## src/rtl/cache_mem_arbiter.sv

```systemverilog
// cache_mem_arbiter: shares one cacheline memory port between I-cache and D-cache.
// Optional build macro ARB_ROUND_ROBIN_EN: tie-break alternates instead of D-first.
module cache_mem_arbiter #(
    parameter int ADDR_W = 32,
    parameter int LINE_W = 256
) (
    input  logic              clk,
    input  logic              rst,
    input  logic              i_read,
    input  logic              i_write,
    input  logic [ADDR_W-1:0] i_addr,
    input  logic [LINE_W-1:0] i_wdata,
    output logic [LINE_W-1:0] i_rdata,
    output logic              i_resp,
    input  logic              d_read,
    input  logic              d_write,
    input  logic [ADDR_W-1:0] d_addr,
    input  logic [LINE_W-1:0] d_wdata,
    output logic [LINE_W-1:0] d_rdata,
    output logic              d_resp,
    output logic              mem_read,
    output logic              mem_write,
    output logic [ADDR_W-1:0] mem_addr,
    output logic [LINE_W-1:0] mem_wdata,
    input  logic [LINE_W-1:0] mem_rdata,
    input  logic              mem_resp
);

    typedef enum logic [1:0] {
        IDLE    = 2'd0,
        SERVE_I = 2'd1,
        SERVE_D = 2'd2
    } state_t;

    state_t state;
    logic   last_grant;
    logic   i_req;
    logic   d_req;
    logic   pick_d;

    assign i_req = i_read | i_write;
    assign d_req = d_read | d_write;

    // Winner of the next grant taken from IDLE (1 = D-cache)
    always_comb begin
`ifdef ARB_ROUND_ROBIN_EN
        pick_d = d_req & (~i_req | ~last_grant);
`else
        pick_d = d_req;
`endif
    end

    // Grant FSM: one whole-line transaction at a time, back to IDLE on mem_resp
    always_ff @(posedge clk) begin
        if (rst) begin
            state      <= IDLE;
            last_grant <= 1'b0;
        end else begin
            unique case (state)
                IDLE: begin
                    if (i_req | d_req) begin
                        state      <= pick_d ? SERVE_D : SERVE_I;
                        last_grant <= pick_d;
                    end
                end
                SERVE_I, SERVE_D: begin
                    if (mem_resp) state <= IDLE;
                end
                default: state <= IDLE;
            endcase
        end
    end

    // Forward the granted side to memory and route the response back to it only
    always_comb begin
        mem_read  = 1'b0;
        mem_write = 1'b0;
        mem_addr  = '0;
        mem_wdata = '0;
        i_rdata   = '0;
        i_resp    = 1'b0;
        d_rdata   = '0;
        d_resp    = 1'b0;
        if (!rst) begin
            unique case (state)
                SERVE_I: begin
                    mem_read  = i_read;
                    mem_write = i_write;
                    mem_addr  = i_addr;
                    mem_wdata = i_wdata;
                    i_rdata   = mem_rdata;
                    i_resp    = mem_resp;
                end
                SERVE_D: begin
                    mem_read  = d_read;
                    mem_write = d_write;
                    mem_addr  = d_addr;
                    mem_wdata = d_wdata;
                    d_rdata   = mem_rdata;
                    d_resp    = mem_resp;
                end
                default: ;
            endcase
        end
    end

endmodule

```

## config.mk

```make
export PLATFORM = sky130hd
export DESIGN_NAME = cache_mem_arbiter
export DESIGN_NICKNAME = d
export VERILOG_FILES = /design/src/rtl/cache_mem_arbiter.sv
export SDC_FILE = /design/constraint.sdc
export NUM_CORES = 1
export LEC_CHECK = 0
export BUFFER_PORTS_ARGS = -buffer_cell sky130_fd_sc_hd__buf_4
export CAP_MARGIN = 20
export CORE_AREA = 4 4 646 648
export CTS_CLUSTER_SIZE = 25
export DETAILED_ROUTE_END_ITERATION = 7
export DIE_AREA = 0 0 650 652
export GPL_TIMING_DRIVEN = 1
export PLACE_DENSITY_LB_ADDON = 0.05
export SLEW_MARGIN = 20
export SYNTH_ARGS = -nofsm -noshare
export SYNTH_HDL_FRONTEND = slang
export SYNTH_SLANG_ARGS = --single-unit
```

## constraint.sdc

```tcl
create_clock -name clk -period 1.9 [get_ports clk]
set_input_delay 0.38 -clock clk [delete_from_list [all_inputs] [get_ports clk]]
set_output_delay 0.38 -clock clk [all_outputs]
set_load 0.05 [all_outputs]
```

==> parameters.txt <==
Parameter                              Value

Layout
  Ratio of cells with drive above 1 in the final layout ... 89.53%
  Max FFs per register ... 2
  Area growth from synthesis to final layout ... 382.2%
  Layout Cells excl Fill ... 8631
  Most common cell after layout, fill and taps aside ... buf_4
  NumNets Final ... 3976
  Registers with the most flip-flops ... state (2)
  Register ranked first by flip-flop count ... state
  Most frequent cells in the layout ... buf_4 (1575), and2_2 (405), nor2_4 (206)
  Design Area, Final ... 0.03523 mm2
  Fill cell total of the finished layout ... 48245

Yosys
  Net count after synthesis ... 2108
  Synth top area share ... 44.01%
  Flip-flop and latch count after synthesis ... 2
  Portion of the post-synthesis area used by sequential elements ... 0.5480%
  Number of instances in the synthesized netlist ... 1266
  Avg Cell Area, Syn ... 5.771 um2
  Area leader, netlist ... and2_1
  Ranking of synthesized cells by area ... and2_1 (44%), a22oi_1 (30%), nor2_1 (15%)
  Count of synthesis-stage warnings from yosys ... 0
  Mapped Area ... 0.007306 mm2
  Netlist cell types ... 19

STA
  Finish-stage setup viols ... 804
  Number of max-slew violations in the final report ... 0
  Setup ws final ... -0.6628 ns
  Minimum clock period after layout ... 2.563 ns
  Achievable frequency ... 0.3902 GHz
  Worst-Margin Slew ... 0.6371 ns
  Final critical-path share of the clock period ... 134.9%
  TNS Setup ... -362.70 ns
  Setup repair after global routing missed its margin ... true
  Rel. slew slack ... 57.53%
  Largest clock skew in the final design ... 0.0004351 ns
  Hold Fails Final Rpt ... 0

Place
  Placed Cells incl. Taps ... 8538
  Post-DP HPWL ... 219.0 mm
  Weighted congestion reported at the end of routability-driven placement ... 0.8251
  Buffers on Ports ... 1642
  DP Worst Slack ... -1.011 ns
  Placed Instance Area ... 0.03110 mm2

Floorplanning
  Area inside the core boundary ... 0.4119 mm2
  Die ar. ... 0.4238 mm2
  Horiz. Die Dim ... 650 um
  I/O pins ... 1643
  Die height ... 652 um
  Row Count ... 236
  Effective utilization at floorplan ... 1.774%

Power and ir drop
  Total power density per cell area ... 407.5 mW/mm2
  Overall Power ... 14.36 mW
  Static leakage ... 13.89 nW
  Peak supply drop ... 0.0001429 V

Status
  Failing checks ... negative setup slack
  Status ... finished, violations left

Clock tree
  Clock latency on the worst-skew pair ... 0.22 ns
  Root Buffer Master ... clkbuf_16
  Clock transition time at the flip-flop clock pins of the worst setup and hold paths ... 0.03 ns
  Post-cts hold buffer count ... 0
  Bufs on Longest Clock Path ... 2
  Clock tree from TritonCTS ... yes
  Total CTS buffers ... 3
  CTS sink cnt ... 2
  Number of levels in the clock H-tree ... 1

Setup path
  Type of the worst setup path ... flop to primary output
  Critical Path Sink Type ... primary output
  Bufs and invs on worst path ... 5
  Crit-path max FO ... 11
  Number of cells on the worst reg-to-reg path ... 6
  Top cell family by delay on the critical path ... buffers and inverters
  Delay contributed by the slowest stage of the critical path ... 0.49 ns
  Category of the worst setup path launch point ... flop
  Worst reg2reg setup slack ... 0.46 ns
  Slowest stage cell on the critical path ... a22oi_2
  Reg-to-reg endpoint ... state[1]
  R2r startpoint ... state[0]
  WP data arrival ... 2.18 ns
  Data required time at the worst endpoint ... 1.52 ns
  Crit-path cells ... buf_4 -> ha_4 -> buf_16 -> buf_12 -> a22oi_2 -> buf_4 -> nor2_4 -> buf_12

Global route
  Antenna violations before repair ... 79
  Met2 Usage GRT ... 21.16%
  Gr usage total ... 10.55%
  GR Layer Usage met3 ... 4.107%
  Global routing met1 resource utilization ... 10.48%
  Maximum number of pins on one net before global-route repair ... 44
  Via count of the first global-routing pass ... 19095
  Most crowded layer after global routing ... met2
  Wire length of the first global-routing pass ... 279.7 mm
  Overflow left after global routing ... 0

Route
  DRC Markers ... 0
  Detailed Route WL ... 239.8 mm
  Count of routing violations after the opening detailed-route iteration ... 563
  Number of nets with antenna violations after routing ... 0
  Via count normalized by instance count ... 2.030
  Routed vias ... 17521
  Routed wire per std cell ... 27.79 um
  Number of optimization iterations in the first detailed-route pass ... 4

Worst hold path
  Hold Path Origin ... state[0]
  Hold endpoint ... state[0]
  Hold/Removal Path Class ... flop to flop
  Worst hold path depth ... 2

Flow run
  Max-cap violations ... 0
per-stage QoR:
step                      hold WS [ns]  util, %
after floorplan                 0.4491        -
after global placement          0.6722    7.547
after detailed placement        0.6342    7.550
after CTS                       0.5618    8.066
after global routing            0.5802    8.539
final                           0.5459    8.553
cell type report:
cell class	count	area (um2)	area share, %
Antenna cell	25	62.56	0.1776
Clock buffer	3	75.07	0.2131
Inverter	2	7.507	0.02131
Multi-Input combinational cell	1110	9373	26.60
Sequential cell	2	42.54	0.1208
Tap cell	5474	6849	19.44
Timing Repair Buffer	2015	18820	53.42
synthesized netlist by cell type, drive strengths merged:
cell type	n
o21ai	2
nand3b	1
dfxtp	2
a211oi	1
buf	66
nor3b	1
ha	3
clkbuf	86
a22oi	290
nor2b	3
inv	2
a21oi	2
nand2b	2
and2	514
nor2	291
tightest hold or removal path, cell delays in order, from the launching register on:
cell      delay [ns]
dfxtp_2         0.32
inv_2           0.10
a211oi_1        0.08
layer usage:
layer,wire length [um],vias up
met5,124,-
met4,2214,16
met3,21570,145
met2,133600,919
met1,82340,8400
li1,-,8041
timing repair:
| item | in CTS | in global routing |
|---|---|---|
| gates cloned | 8 | 19 |
| endpoints found under the setup margin | 804 | 804 |
| pin swaps | 40 | 25 |
| buffers inserted | 21 | 19 |
| resized for setup | 408 | 341 |
cells by family after synthesis:
group / share of synthesized area, %
compound gates: 30.18
fa+ha+maj: 0.5138
buf+inv: 9.094
flops: 0.5481
simple gates: 59.67
worst max-delay path by stage:
| stage | from | to | slack [ns] | cells past startpoint |
|---|---|---|---|---|
| after floorplan | state[0] | mem_wdata[175] | -0.34 | 7 |
| after global placement | state[0] | mem_wdata[69] | -1.06 | 8 |
| after detailed placement | state[0] | mem_wdata[69] | -1.01 | 8 |
| after CTS | state[0] | mem_wdata[69] | -0.73 | 8 |
| after global routing | state[0] | d_rdata[9] | -0.69 | 9 |
| final | state[0] | mem_wdata[69] | -0.66 | 8 |
where the power goes:
group | total (mW) | internal (mW) | leakage [nW] | switching (mW)
Combinational | 14.0 | 5.61 | 13.8 | 8.38
Clock | 0.313 | 0.267 | 0.0371 | 0.0453
Sequential | 0.0565 | 0.0501 | 0.0172 | 0.00644
Total | 14.4 | 5.93 | 13.9 | 8.43
Note: power is estimated with default switching activity, not from simulation.
